### config.mk
export PLATFORM = sky130hd
export DESIGN_NAME = xps2_keydecoder
export DESIGN_NICKNAME = d
export VERILOG_FILES = /design/src/rtl/xps2_keydecoder.sv
export SDC_FILE = /design/constraint.sdc
export NUM_CORES = 1
export LEC_CHECK = 0
export BUFFER_PORTS_ARGS = -buffer_cell sky130_fd_sc_hd__buf_4
export CAP_MARGIN = 30
export CORE_ASPECT_RATIO = 1.1
export CORE_MARGIN = 3
export CORE_UTILIZATION = 56
export DETAILED_ROUTE_END_ITERATION = 6
export GPL_TIMING_DRIVEN = 1
export PLACE_DENSITY = 0.76
export SYNTH_ARGS = -nofsm -noshare
export SYNTH_HDL_FRONTEND = slang
export SYNTH_SLANG_ARGS = --single-unit
### constraint.sdc
create_clock -name clk -period 3.1 [get_ports clk]
set_clock_uncertainty 0.15 [all_clocks]
set_input_delay 0.155 -clock clk [delete_from_list [all_inputs] [get_ports clk]]
set_output_delay 0.155 -clock clk [all_outputs]
set_load 0.005 [all_outputs]
### src/rtl/xps2_keydecoder.sv
// PS/2 set-2 key decoder: tracks make/break/extended prefixes and modifiers,
// translates make codes to characters and buffers them in a small FIFO.
module xps2_keydecoder #(
  parameter int FIFO_DEPTH = 8,
  parameter int ADDR_W     = 3
) (
  input  logic       clk,
  input  logic       rst,
  input  logic       sel,
  input  logic [8:0] kbd_in,
  input  logic       rd,
  output logic [7:0] rd_data,
  output logic       empty,
  output logic       full,
  output logic       overflow,
  output logic       caps_led
);

  typedef enum logic [1:0] {IDLE, BRK, EXT, EXT_BRK} state_t;

  localparam logic [ADDR_W:0]   DEPTH_C = (ADDR_W+1)'(FIFO_DEPTH);
  localparam logic [ADDR_W:0]   ONE_C   = (ADDR_W+1)'(1);
  localparam logic [ADDR_W-1:0] ONE_P   = ADDR_W'(1);

  state_t          state_q, state_d;
  logic            shift_q, shift_d, ctrl_q, ctrl_d, caps_q, caps_d;
  logic [8:0]      kbd_q;
  logic [7:0]      char_q, char_d;
  logic            char_vld_q, char_vld_d;
  logic [7:0]      code;
  logic            new_code;
  logic [8:0]      make_hit;

  logic [7:0]        mem_q [FIFO_DEPTH];
  logic [ADDR_W-1:0] wr_ptr_q, wr_ptr_d, rd_ptr_q, rd_ptr_d;
  logic [ADDR_W:0]   count_q, count_d;
  logic              ovf_q, ovf_d;
  logic              push, pop;

  assign code     = kbd_in[7:0];
  assign new_code = kbd_in[8] & (~kbd_q[8] | (code != kbd_q[7:0]));

  // Returns {hit, character} for a non-modifier make code.
  function automatic logic [8:0] map_make(input logic [7:0] sc, input logic upper,
                                          input logic ctl);
    logic [7:0] lc;
    logic [8:0] res;
    lc  = '0;
    res = '0;
    case (sc)
      8'h1C: lc = 8'h61;  8'h32: lc = 8'h62;  8'h21: lc = 8'h63;  8'h23: lc = 8'h64;
      8'h24: lc = 8'h65;  8'h2B: lc = 8'h66;  8'h34: lc = 8'h67;  8'h33: lc = 8'h68;
      8'h43: lc = 8'h69;  8'h3B: lc = 8'h6A;  8'h42: lc = 8'h6B;  8'h4B: lc = 8'h6C;
      8'h3A: lc = 8'h6D;  8'h31: lc = 8'h6E;  8'h44: lc = 8'h6F;  8'h4D: lc = 8'h70;
      8'h15: lc = 8'h71;  8'h2D: lc = 8'h72;  8'h1B: lc = 8'h73;  8'h2C: lc = 8'h74;
      8'h3C: lc = 8'h75;  8'h2A: lc = 8'h76;  8'h1D: lc = 8'h77;  8'h22: lc = 8'h78;
      8'h35: lc = 8'h79;  8'h1A: lc = 8'h7A;
      default: lc = '0;
    endcase
    case (sc)
      8'h45: res = {1'b1, 8'h30};  8'h16: res = {1'b1, 8'h31};
      8'h1E: res = {1'b1, 8'h32};  8'h26: res = {1'b1, 8'h33};
      8'h25: res = {1'b1, 8'h34};  8'h2E: res = {1'b1, 8'h35};
      8'h36: res = {1'b1, 8'h36};  8'h3D: res = {1'b1, 8'h37};
      8'h3E: res = {1'b1, 8'h38};  8'h46: res = {1'b1, 8'h39};
      8'h29: res = {1'b1, 8'h20};  8'h5A: res = {1'b1, 8'h0D};
      8'h66: res = {1'b1, 8'h08};  8'h76: res = {1'b1, 8'h1B};
      default: res = '0;
    endcase
    if (lc != '0) begin
      if (ctl)        res = {1'b1, (lc - 8'h20) & 8'h1F};
      else if (upper) res = {1'b1, lc - 8'h20};
      else            res = {1'b1, lc};
    end
    return res;
  endfunction

  assign make_hit = map_make(code, shift_q ^ caps_q, ctrl_q);

  always_comb begin
    state_d    = state_q;
    shift_d    = shift_q;
    ctrl_d     = ctrl_q;
    caps_d     = caps_q;
    char_d     = '0;
    char_vld_d = 1'b0;
    if (new_code) begin
      // Prefix bytes restart the sequence from any state; only EXT turns F0 into EXT_BRK.
      if (code == 8'hF0) begin
        state_d = (state_q == EXT) ? EXT_BRK : BRK;
      end else if (code == 8'hE0) begin
        state_d = EXT;
      end else begin
        state_d = IDLE;
        case (state_q)
          IDLE: begin
            case (code)
              8'h12, 8'h59: shift_d = 1'b1;
              8'h14:        ctrl_d  = 1'b1;
              8'h58:        caps_d  = ~caps_q;
              default:      {char_vld_d, char_d} = make_hit;
            endcase
          end
          BRK: begin
            case (code)
              8'h12, 8'h59: shift_d = 1'b0;
              8'h14:        ctrl_d  = 1'b0;
              default:      ;
            endcase
          end
          EXT: begin
            case (code)
              8'h14:   ctrl_d = 1'b1;
              8'h75:   {char_vld_d, char_d} = {1'b1, 8'h80};
              8'h72:   {char_vld_d, char_d} = {1'b1, 8'h81};
              8'h6B:   {char_vld_d, char_d} = {1'b1, 8'h82};
              8'h74:   {char_vld_d, char_d} = {1'b1, 8'h83};
              default: ;
            endcase
          end
          EXT_BRK: begin
            if (code == 8'h14) ctrl_d = 1'b0;
          end
          default: ;
        endcase
      end
    end
  end

  always_comb begin
    pop      = sel & rd & (count_q != '0);
    push     = char_vld_q & ((count_q != DEPTH_C) | pop);
    wr_ptr_d = push ? wr_ptr_q + ONE_P : wr_ptr_q;
    rd_ptr_d = pop  ? rd_ptr_q + ONE_P : rd_ptr_q;
    count_d  = count_q;
    case ({push, pop})
      2'b10:   count_d = count_q + ONE_C;
      2'b01:   count_d = count_q - ONE_C;
      default: count_d = count_q;
    endcase
    ovf_d = ovf_q | (char_vld_q & (count_q == DEPTH_C) & ~pop);
  end

  always_ff @(posedge clk or negedge rst) begin
    if (!rst) begin
      state_q    <= IDLE;
      shift_q    <= 1'b0;
      ctrl_q     <= 1'b0;
      caps_q     <= 1'b0;
      kbd_q      <= '0;
      char_q     <= '0;
      char_vld_q <= 1'b0;
      wr_ptr_q   <= '0;
      rd_ptr_q   <= '0;
      count_q    <= '0;
      ovf_q      <= 1'b0;
    end else begin
      state_q    <= state_d;
      shift_q    <= shift_d;
      ctrl_q     <= ctrl_d;
      caps_q     <= caps_d;
      kbd_q      <= kbd_in;
      char_q     <= char_d;
      char_vld_q <= char_vld_d;
      wr_ptr_q   <= wr_ptr_d;
      rd_ptr_q   <= rd_ptr_d;
      count_q    <= count_d;
      ovf_q      <= ovf_d;
    end
  end

  always_ff @(posedge clk) begin
    if (push) mem_q[wr_ptr_q] <= char_q;
  end

  assign empty    = (count_q == '0);
  assign full     = (count_q == DEPTH_C);
  assign rd_data  = empty ? '0 : mem_q[rd_ptr_q];
  assign overflow = ovf_q;
  assign caps_led = caps_q;

endmodule
# Word-level counts from Yosys, hierarchy flattened
# Memory sizes are Yosys's and may differ from the RTL's.
# Index checks and enable logic that the tools add are counted.
# classes
add_sub_neg	5
eq_ne	36
n_mux	30
bitwise_logic	15
n_reduce_logical	14
# ops
op	count
9-bit one-hot mux with 14 select lines	1
8-bit by 7-bit equality test with 1-bit output (second input constant)	11
8-bit two-way mux	8
8-bit by 6-bit equality test with 1-bit output (second input constant)	7
8-bit by 5-bit equality test with 1-bit output (second input constant)	4
8-bit one-hot mux with 4 select lines	1
8-bit equality test (second input constant)	2
8-bit one-hot mux with 2 select lines	1
1-bit two-way mux	11
5-bit AND reduction	2
9-bit two-way mux	1
8-bit != test	1
4-bit one-hot mux with 2 select lines	1
8-bit nonzero test	1
4-bit OR reduction	2
8-bit by 6-bit subtractor with 8-bit output (second input constant)	1
3-bit by 1-bit adder with 3-bit output (second input constant)	2
1-bit bitwise AND	6
2-bit equality test (second input constant)	3
2-bit two-way mux	3
2-bit by 1-bit != test with 1-bit output (second input constant)	3
1-bit one-hot mux with 2 select lines	3
6-bit AND reduction	1
2-bit OR reduction	3
other kinds (13)	21
# word_totals
ff_bits	34
ram_bits	64
rom_bits	896
input_bits	13
out_inout_bits	12
wordCells	113
mem_count	2
# memory_table
memory	depth	word_bits	read_ports	rd_ports_with_merged_regs	wr	line	text
(no name shown)	128	7	1	0	0	50	case (sc)
mem_q	8	8	1	0	1	34	logic [7:0] mem_q [FIFO_DEPTH];

# Logic depth before layout (Yosys ltp)
# Gate-level depths: netlist of the first run.
# An unclocked memory read counts as a cell.
# depth
ltp_word	11
mapped_depth	12
mapped_depth_nobuf	9

# Least setup slack after synthesis of the first run
# OpenSTA, ideal clock, no wires.
# synth_timing
path_kind	input -> register
start	input port kbd_in[1]
end	register char_q[5]
setup_time_ns	0.084
t_arrival_ns	2.432
required_time_ns	2.866
path_slack_ns	0.434
cell_stages	10
n_path_buf	2
path_cell_list	buf_4 -> inv_1 -> ha_1 -> clkbuf_1 -> o221ai_1 -> a311o_1 -> a221o_1 -> ha_1 -> or3_1 -> a21oi_1
# synth_between
elab_chain_cells	11
elab_cells_between_ends	37
classes_between	add/sub: 1; eq/ne: 21; mux: 10; bitwise: 2; reduce/logical: 2; memory: 1
# synth_lines
item	line	text
from (decl)	10	input logic [8:0] kbd_in,
memory 128 x 7 bit	-	
8-bit two-way mux	50	
8-bit by 6-bit subtractor with 8-bit output	72	else if (upper) res = {1'b1, lc - 8'h20};
8-bit two-way mux	72	
8-bit two-way mux	71	if (ctl) res = {1'b1, (lc - 8'h20) & 8'h1F};
9-bit two-way mux	70	if (lc != '0) begin
8-bit two-way mux	97	case (code)
8-bit one-hot mux with 2 select lines	95	case (state_q)
8-bit two-way mux	91	end else if (code == 8'hE0) begin
8-bit two-way mux	89	if (code == 8'hF0) begin
8-bit two-way mux (*)	87	if (new_code) begin
net char_d[5]	28	logic [7:0] char_q, char_d;
to (signal assigned)	163	char_q <= char_d;
to (decl)	28	
# The timed path passes the listed nets; every way through them passes the cells marked *.
# A chain may end at the register's enable or synchronous reset.

# Final worst setup path of the first run
# Ends and elaborated chain as after synthesis.

==> results of run 1 <==
## cells in the final DEF (no fill, tap or decap), drive strengths merged, types with 6 or more instances in the layout
cell type	instances
nor4	10
edfxtp	64
inv	17
nand2	33
o21ai	15
clkbuf	9
nand3	8
nor2b	6
a21oi	10
dfrtp	34
dlygate4sd3	10
nand4	8
ha	13
nand2b	8
xor2	13
mux4	16
mux2i	16
buf	47
nor3	9
nor2	32
## power by group
group	switching [mW]	internal (mW)
registers	0.170	1.54
logic	0.495	0.590
clock network	0.462	0.315
total	1.13	2.44
## logic make-up after synthesis
logic type	after synthesis	synth area share, %
xor+xnor	18	3.11
compound gates	72	10.2
simple gates	132	13.1
flops	98	54.7
buf+inv	40	3.85
fa+ha+maj	14	3.61
mux	37	11.4
## worst paths after layout
check                      slack (ps)  depth (start not counted)          end  startpoint
setup / recovery                  110                         10    char_q[5]   kbd_in[1]
hold / removal                     40                          3     overflow          rd
setup reg to reg                  630                         10   count_q[3]  count_q[1]
hold reg to reg                   330                          1     overflow    overflow
max in group asynchronous        2340                          2    char_q[2]         rst
min in group asynchronous         110                          2  rd_ptr_q[2]         rst
## routing by layer
metal  up-vias  GRT usage, %  share of wire, %
met2       147          41.0                53
met3        45          4.10               4.5
li1       1641             -                 -
met1      1774          27.9                38
met4         0          12.8               5.4
met5         -             0                 0
## flip-flops by register name, summed over array words and instances (netlist names)
name        count
state_q         2
count_q         4
ctrl_q          1
rd_ptr_q        3
caps_led        1
shift_q         1
mem_q          64
wr_ptr_q        3
overflow        1
kbd_q           9
char_vld_q      1
char_q          8
## area by class of cell
type	instances	area [um2]	area share [%]
Timing Repair Buffer	57	457	7.95
Clock buffer	9	124	2.16
Inverter	15	60.1	1.05
Sequential cell	98	2770	48.3
Multi-Input combinational cell	273	2120	36.9
Clock inverter	7	71.3	1.24
Tap cell	111	139	2.42
## critical path, stage by stage
cell and delay [ps]:
dlygate4sd3_1 540, buf_6 160, clkinvlp_4 160, ha_1 240, a221o_1 360, a311o_1 310
a221o_1 370, ha_1 280, or3_1 370, a21oi_2 140
## through the flow
stage | hold slack, ps | util (%) | instances | worst slack [ps]
2_1_floorplan | -291 | - | 411 | 434
3_3_place_gp | -28.9 | 63.0 | 542 | 251
3_5_place_dp | -20.2 | 63.0 | 542 | 205
4_1_cts | 21.9 | 66.5 | 568 | 11.6
5_1_grt | 39.8 | 66.9 | 570 | -10.8
6_report | 40.2 | 66.9 | 570 | 113
## repair_timing
item | 4_1_cts | 5_1_grt
hold buffers | 10 | 0
endpoints found under the setup margin | 0 | 6
gates resized for setup | 0 | 7
hold endpoints to repair | 43 | 0
setup buffers | 0 | 2
==> impl_metrics.csv, run 1 <==
group,metric,value,unit
pwr,peakVddDrop,0.000236,V
route,remaining_drc_errors,0,
place,place.gp.congestion,0.926,
sta,fmax,335,MHz
sta,finalSetupViolations,0,
synth,synth_area,5070,um2
floorplanning,die_h,106,um
synth,synthFlopType,"edfxtp_1",
clocking,cts_tree,"done",
setup_path,path_max_fanout,12,
sta,layout_min_cycle_time,2990,ps
route,dr.pass1.iters,4,
grt,grt_usage,23.6,%
final_layout,drive_above_1_share,21.1,%
synth,synthCells,411,
final_layout,area_growth,13.4,%
route,vias,3607,
synth,synthesis.nets,438,
grt,grt_max_degree,38,
clocking,cts_sinks,98,
synth,synth_top_area_cell,"edfxtp_1",
place,placed_area,5410,um2
flow_run,drv_cap,0,
setup_path,crit_path_end_kind,"flip-flop",
route,routed_via_density,6.33,
grt,grt_pass1_wl,18900,um
floorplanning,coreArea,8580,um2
final_layout,fillCellCount,673,
synth,yosysTopAreaCellShare,37.9,%
synth,synth-warning-count,0,
synth,synthTopCellsByArea,"edfxtp_1 (38%), dfrtp_1 (17%), mux4_2 (7.1%)",
synth,ys_ff_latch,98,
synth,seq_area_frac_synth,54.7,%
clocking,cts_max_level,3,
route,drt_wl_total,11500,um
route,postRouteAntennaNets,0,
pwr,power_density,621,nW/um2
final_layout,stdcell_area,5740,um2
status,outcome,"finished, final reports clean",
sta,period_share,96.3,%
pwr,p_leak,2.27,nW
grt,overflow,0,
pwr,power,3.57,mW
clocking,clk_latency,360,ps
final_layout,diodes,0,
clocking,cts_buffers,9,
final_layout,nNetsFinal,481,
grt,grt_pass1_vias,3636,
grt,antenna_found_initial,0,
sta,slew_headroom,49.5,%
synth,synth_edf_count,64,
clocking,cts_buffer_depth,2,
setup_path,critPathArrivalTime,3100,ps
sta,tightest_slew,758,ps
route,first_iter_violations,235,
floorplanning,rows,35,
sta,fin_tns_setup,0,ps
clocking,root_buffer,"clkbuf_8",
sta,hold_viol_final,0,
place,io_buffer_count,24,
worst_hold_path,hold_class,"in -> reg",
clocking,clk_pin_slew_worst_paths,100,ps
floorplanning,die_x,96.7,um
synth,synthDistinctLibCells,64,
floorplanning,dieArea,10200,um2
route,avgRoutedWirePerCell,20.2,um
synth,yosys-top-cells-count,"edfxtp_1 (64), dfrtp_1 (34), nand2_1 (33), nor2_1 (32)",
place,hpwl,8030,um
synth,synth_most_common_cell,"edfxtp_1",
floorplanning,num_io_pins,25,
synth,synthArstFlopShare,34.7,%
setup_path,crit_type,"in -> reg",
setup_path,required,3220,ps
synth,postSynthAreaPerCell,12.3,um2
setup_path,cp-start-kind,"primary input",
floorplanning,start_util,59.0,%
sta,finalMaxSlewViolations,0,
(Power assumes the default switching activity.)
==> inputs of run 2 (changes only) <==
--- a/config.mk
+++ b/config.mk
@@ -6,7 +6,6 @@
 export NUM_CORES = 1
 export LEC_CHECK = 0
 export BUFFER_PORTS_ARGS = -buffer_cell sky130_fd_sc_hd__buf_4
-export CAP_MARGIN = 30
 export CORE_ASPECT_RATIO = 1.1
 export CORE_MARGIN = 3
 export CORE_UTILIZATION = 56
==> constraint.sdc (replaced) <==
create_clock -name clk -period 3.1 [get_ports clk]
set_clock_uncertainty 0.15 [all_clocks]
set_input_delay 0.93 -clock clk [delete_from_list [all_inputs] [get_ports clk]]
set_output_delay 0.93 -clock clk [all_outputs]
set_load 0.005 [all_outputs]
==> run 2 against run 1 <==
Against the previous run:
- clock-buffer cell count is the same
- hold slack gained 290 ps
- power grew 1.3%
- largest power group unchanged
- highest routed layer unchanged
==> impl_metrics.csv, run 2 (synthesized netlist as in run 1, its figures left out) <==
group,metric,value,unit
pwr,clockPowerShare,20.5,%
clocking,root_buffer,"clkbuf_8",
sta,fmax,326,MHz
pwr,p_sw_share,31.1,%
route,first_iter_violations,203,
pwr,peakVddDrop,0.000278,V
sta,slew_headroom,59.8,%
worst_hold_path,hold_class,"reg -> reg",
sta,finalSetupViolations,0,
route,remaining_drc_errors,0,
clocking,cts_buffer_depth,2,
pwr,power,3.61,mW
final_layout,reg_top3,"mem_q (64), kbd_q (9), char_q (8)",
floorplanning,rows,35,
setup_path,timing.rr.end,"count_q[3]",
final_layout,diodes,0,
grt,overflow,0,
pwr,switching_power,1.13,mW
pwr,p_int,2.49,mW
setup_path,crit_path_end_kind,"flip-flop",
floorplanning,die_x,96.7,um
clocking,cts_tree,"done",
sta,tightest_slew,597,ps
setup_path,ff2ff_path_depth,10,
route,postRouteAntennaNets,0,
sta,period_share,98.8,%
clocking,cts_buffers,9,
final_layout,seq_area,2770,um2
setup_path,critPathArrivalTime,3140,ps
sta,hold_viol_final,0,
floorplanning,dieArea,10200,um2
setup_path,r2r_start,"count_q[1]",
floorplanning,die_h,106,um
clocking,clk_latency,370,ps
pwr,power.share.combinational,32.1,%
final_layout,fillCellCount,617,
setup_path,path_max_fanout,6,
sta,rsz0062_at_grt,"yes",
route,drt_wl_total,11900,um
route,vias,3776,
grt,grt_max_degree,35,
sta,finalMaxSlewViolations,0,
place,placed_area,5870,um2
pwr,power_density,595,nW/um2
route,routed_via_density,6.24,
place,io_buffer_count,24,
clocking,clk_pin_slew_worst_paths,90,ps
clocking,post-cts-setup-buffers,0,
place,post-place-ws,-395,ps
setup_path,crit_type,"in -> reg",
place,place.gp.congestion,0.969,
sta,layout_min_cycle_time,3060,ps
final_layout,drive_above_1_share,29.8,%
place,hpwl,8900,um
status,outcome,"finished, final reports clean",
clocking,cts_sinks,98,
final_layout,nNetsFinal,516,
worst_hold_path,hold_depth,1,
pwr,pwr-share-seq,47.4,%
final_layout,multiInputGateArea,2160,um2
route,avgRoutedWirePerCell,19.6,um
clocking,cts_max_level,3,
floorplanning,num_io_pins,25,
final_layout,layout_commonest_cell,"buf_4",
floorplanning,start_util,59.0,%
flow_run,drv_cap,0,
final_layout,layout_common_cells,"buf_4 (87), edfxtp_1 (64), nand2_1 (33), dfrtp_1 (33), nor2_1 (32)",
grt,antenna_found_initial,0,
final_layout,largest_reg_flops,64,
pwr,p_leak,2.46,nW
final_layout,area_growth,19.9,%
worst_hold_path,min_to,"overflow",
final_layout,max_flop_register,"mem_q",
route,dr.pass1.iters,4,
grt,grt_pass1_wl,19700,um
grt,grt_pass1_vias,3752,
setup_path,required,3180,ps
final_layout,stdcell_area,6080,um2
floorplanning,coreArea,8580,um2
sta,fin_ws,36.4,ps
setup_path,r2r_setup_slack,670,ps
setup_path,cp-start-kind,"primary input",
grt,grt_usage,24.6,%
worst_hold_path,worstHoldStart,"overflow",
-- run 2: routing by layer --
layer | global-route usage [%] | up-vias | routed length (um)
met1 | 29.6 | 1837 | 4500
met2 | 42.5 | 184 | 6080
li1 | - | 1707 | -
met4 | 12.4 | 0 | 480
met3 | 4.37 | 48 | 796
met5 | 0 | - | 0
-- run 2: worst max path at each step --
stage                          from          to  slack (ps)  depth (start not counted)
after floorplan           kbd_in[1]   char_q[5]         -60                         10
after global placement    kbd_in[0]  char_vld_q        -340                         10
after detailed placement  kbd_in[0]  char_vld_q        -390                         10
after CTS                 kbd_in[0]  char_vld_q           4                         10
after global routing      kbd_in[0]  char_vld_q         -50                         10
final                     kbd_in[0]  char_vld_q          40                         10
-- run 2: power by group through the flow --
stage | sequential (mW) | combinational (mW) | clock (mW)
CTS | 1.72 | 1.17 | 0.759
global route | 1.74 | 1.28 | 0.820
global placement | 1.73 | 1.12 | 0
detailed placement | 1.74 | 1.17 | 0
finish | 1.71 | 1.16 | 0.742
floorplan | 1.63 | 0.799 | 0
-- run 2: metrics by stage --
stage               hold WS [ps]  utilization, %  cells  setup TNS, ps
global placement             301            68.4    589          -1460
CTS                          334            70.5    605              0
finish                       330            70.8    605              0
detailed placement           312            68.4    589          -1820
global route                 354            70.8    605          -46.2
floorplan                    296               -    411          -89.4
-- run 2: layout make-up --
class,count,share of cell area (%)
Timing Repair Buffer,92,12.4
Clock inverter,7,0.968
Tap cell,111,2.29
Inverter,15,1.11
Multi-Input combinational cell,273,35.5
Clock buffer,9,2.04
Sequential cell,98,45.7
-- run 2: critical path, stage by stage --
cell	delay (ps)
buf_4	120
buf_4	150
ha_1	240
nor2b_1	180
o41ai_1	460
nor4_2	120
nor4_2	340
and4_4	300
nor4bb_2	220
o21ai_1	90
-- run 2: timing repair --
action	4_1_cts	5_1_grt
endpoints found under the hold margin	0	0
cloned	0	0
hold buffers	0	0
setup endpoints to repair	4	5
resized for setup	2	5
pin swaps	0	2
==> inputs of run 3 (changes only) <==
--- a/config.mk
+++ b/config.mk
@@ -5,6 +5,7 @@
 export SDC_FILE = /design/constraint.sdc
 export NUM_CORES = 1
 export LEC_CHECK = 0
+export ABC_AREA = 1
 export BUFFER_PORTS_ARGS = -buffer_cell sky130_fd_sc_hd__buf_4
 export CORE_ASPECT_RATIO = 1.1
 export CORE_MARGIN = 3
==> run 3 against run 2 <==
Against the previous run:
- global-route usage about the same
- combinational power up 13%
- critical path depth down 3
==> impl_metrics.csv, run 3 <==
group,metric,value,unit
pwr,p_sw_share,35.7,%
setup_path,crit_type,"reg -> out",
place,hpwl,8490,um
sta,fin_tns_setup,0,ps
clocking,cts_buffers,9,
route,postRouteAntennaNets,0,
final_layout,seq_area,2770,um2
synth,synth_top_area_cell,"edfxtp_1",
synth,synthCells,556,
synth,synthTopCellsByArea,"edfxtp_1 (39%), dfrtp_1 (17%), nor2_1 (7.9%)",
pwr,clockPowerShare,23.5,%
sta,fin_ws,227,ps
clocking,clk_latency,360,ps
setup_path,cp-start-kind,"flip-flop",
synth,synthesis.nets,583,
clocking,clk_pin_slew_worst_paths,100,ps
route,first_iter_violations,251,
floorplanning,num_io_pins,25,
route,routed_via_density,5.51,
route,met3_wirelength,426,um
synth,yosys-top-cells-count,"nor2_1 (105), nand2_1 (98), edfxtp_1 (64), o21ai_0 (59), inv_1 (49)",
status,outcome,"finished, final reports clean",
setup_path,r2r_start,"count_q[0]",
setup_path,crit_path_end_kind,"output pin",
route,topRoutingLayerUsed,"met4",
route,remaining_drc_errors,0,
worst_hold_path,worstHoldStart,"overflow",
synth,synth_most_common_cell,"nor2_1",
route,vias,3916,
place,post-place-ws,-6.43,ps
setup_path,path_max_fanout,24,
final_layout,fin_util,65.5,%
pwr,p_leak,2.43,nW
pwr,p_int,2.42,mW
grt,grt_pass1_wl,19000,um
sta,tightest_slew,600,ps
sta,finalSetupViolations,0,
route,wl_met2,6100,um
pwr,peakVddDrop,0.000373,V
synth,synthFlopType,"edfxtp_1",
place,io_buffer_count,24,
final_layout,multiInputGateArea,1940,um2
clocking,cts_sinks,98,
setup_path,timing.rr.end,"count_q[3]",
final_layout,layout_commonest_cell,"nor2_1",
synth,synth_area,4990,um2
sta,hold_viol_final,0,
sta,period_share,92.7,%
synth,synthArstFlopShare,34.7,%
final_layout,largest_reg_flops,64,
synth,synthDistinctLibCells,37,
flow_run,drv_cap,0,
sta,finalMaxSlewViolations,0,
floorplanning,rows,35,
floorplanning,die_h,105,um
final_layout,layout_common_cells,"nor2_1 (105), nand2_1 (98), edfxtp_1 (64)",
synth,ys_ff_latch,98,
worst_hold_path,hold_class,"reg -> reg",
worst_hold_path,min_to,"overflow",
synth,synth-warning-count,0,
clocking,cts_buffer_depth,2,
clocking,root_buffer,"clkbuf_8",
final_layout,fillCellCount,692,
grt,grt_pass1_vias,3896,
final_layout,max_flop_register,"mem_q",
final_layout,nNetsFinal,622,
grt,grt_usage,24.6,%
setup_path,r2r_setup_slack,580,ps
floorplanning,start_util,58.4,%
route,drt-met1-wl,4810,um
final_layout,area_growth,12.1,%
pwr,power_density,673,nW/um2
setup_path,ff2ff_path_depth,11,
clocking,postCtsResizedCells,0,
clocking,cts_tree,"done",
synth,postSynthAreaPerCell,8.97,um2
final_layout,diodes,0,
final_layout,reg_top3,"mem_q (64), kbd_q (9), char_q (8)",
clocking,post-cts-setup-buffers,0,
pwr,switching_power,1.34,mW
sta,layout_min_cycle_time,2870,ps
synth,synth_edf_count,64,
route,avgRoutedWirePerCell,16.2,um
setup_path,critPathArrivalTime,1790,ps
synth,yosysTopAreaCellShare,38.5,%
final_layout,drive_above_1_share,12.0,%
pwr,power.share.combinational,34.7,%
clocking,holdBufCountCts,0,
synth,seq_area_frac_synth,55.6,%
clocking,cts_max_level,3,
sta,rsz0062_at_grt,"no",
grt,antenna_found_initial,0,
route,drt_wl_total,11500,um
sta,slew_headroom,59.9,%
sta,fmax,348,MHz
route,dr.pass1.iters,5,
floorplanning,coreArea,8540,um2
place,place.gp.congestion,0.937,
pwr,pwr-share-seq,41.8,%
floorplanning,dieArea,10100,um2
setup_path,required,2020,ps
floorplanning,die_x,96.0,um
grt,grt_max_degree,35,
worst_hold_path,hold_depth,1,
grt,overflow,0,
==> run 3: area by class of cell <==
type	instances	share of cell area [%]
Clock buffer	9	2.22
Clock inverter	7	1.72
Inverter	53	3.58
Multi-Input combinational cell	391	34.8
Sequential cell	98	49.6
Tap cell	111	2.48
Timing Repair Buffer	42	5.64
==> run 3: worst max-delay path by stage <==
stage                 from    endpoint  slack (ps)  cells after the start
2_1_floorplan    kbd_in[1]   char_q[5]         470                     13
3_3_place_gp     kbd_in[1]   char_q[3]          40                     14
3_5_place_dp     kbd_in[1]   char_q[5]          -6                     14
4_1_cts        rd_ptr_q[1]  rd_data[2]         200                      6
5_1_grt        rd_ptr_q[0]  rd_data[2]          40                      6
6_report       rd_ptr_q[0]  rd_data[4]         230                      7
==> run 3: kinds of logic after synthesis <==
logic type,count (synthesis),synth area share [%]
buffers and inverters,67,5.44
AOI/OAI and AO/OA,104,11.5
DFF,98,55.6
adders and majority gates,14,3.66
and+or+nand+nor,263,22.1
xor gates and xnor gates,10,1.76
==> run 3: stage by stage <==
| step | hold slack [ps] | instances | total power, mW | instance area [um2] |
|---|---|---|---|---|
| 6_report | 336 | 711 | 3.76 | 5590 |
| 3_5_place_dp | 314 | 695 | 2.91 | 5370 |
| 5_1_grt | 339 | 711 | 4.03 | 5590 |
| 3_3_place_gp | 301 | 695 | 2.86 | 5370 |
| 4_1_cts | 333 | 711 | 3.78 | 5590 |
| 2_1_floorplan | 283 | 556 | 2.40 | 4990 |
==> run 3: power groups by stage <==
stage	sequential, mW	clock [mW]	combinational (mW)
after floorplan	1.59	0	0.809
after global placement	1.59	0	1.26
after detailed placement	1.60	0	1.31
after CTS	1.57	0.897	1.31
after global routing	1.59	0.956	1.48
final	1.57	0.884	1.31
==> run 3: critical path, stage by stage (launching register included) <==
cell	delay, ps
dfrtp_1	410
inv_1	80
buf_4	240
o21ai_0	110
o22ai_1	160
o21ai_0	110
a31oi_1	180
buf_4	140
==> run 3: routing by layer <==
metal  GRT usage, %  vias to the layer above
met5              0                        -
met4           7.22                        0
met3           4.39                       17
met2           43.7                      107
met1           29.8                     1831
li1               -                     1961
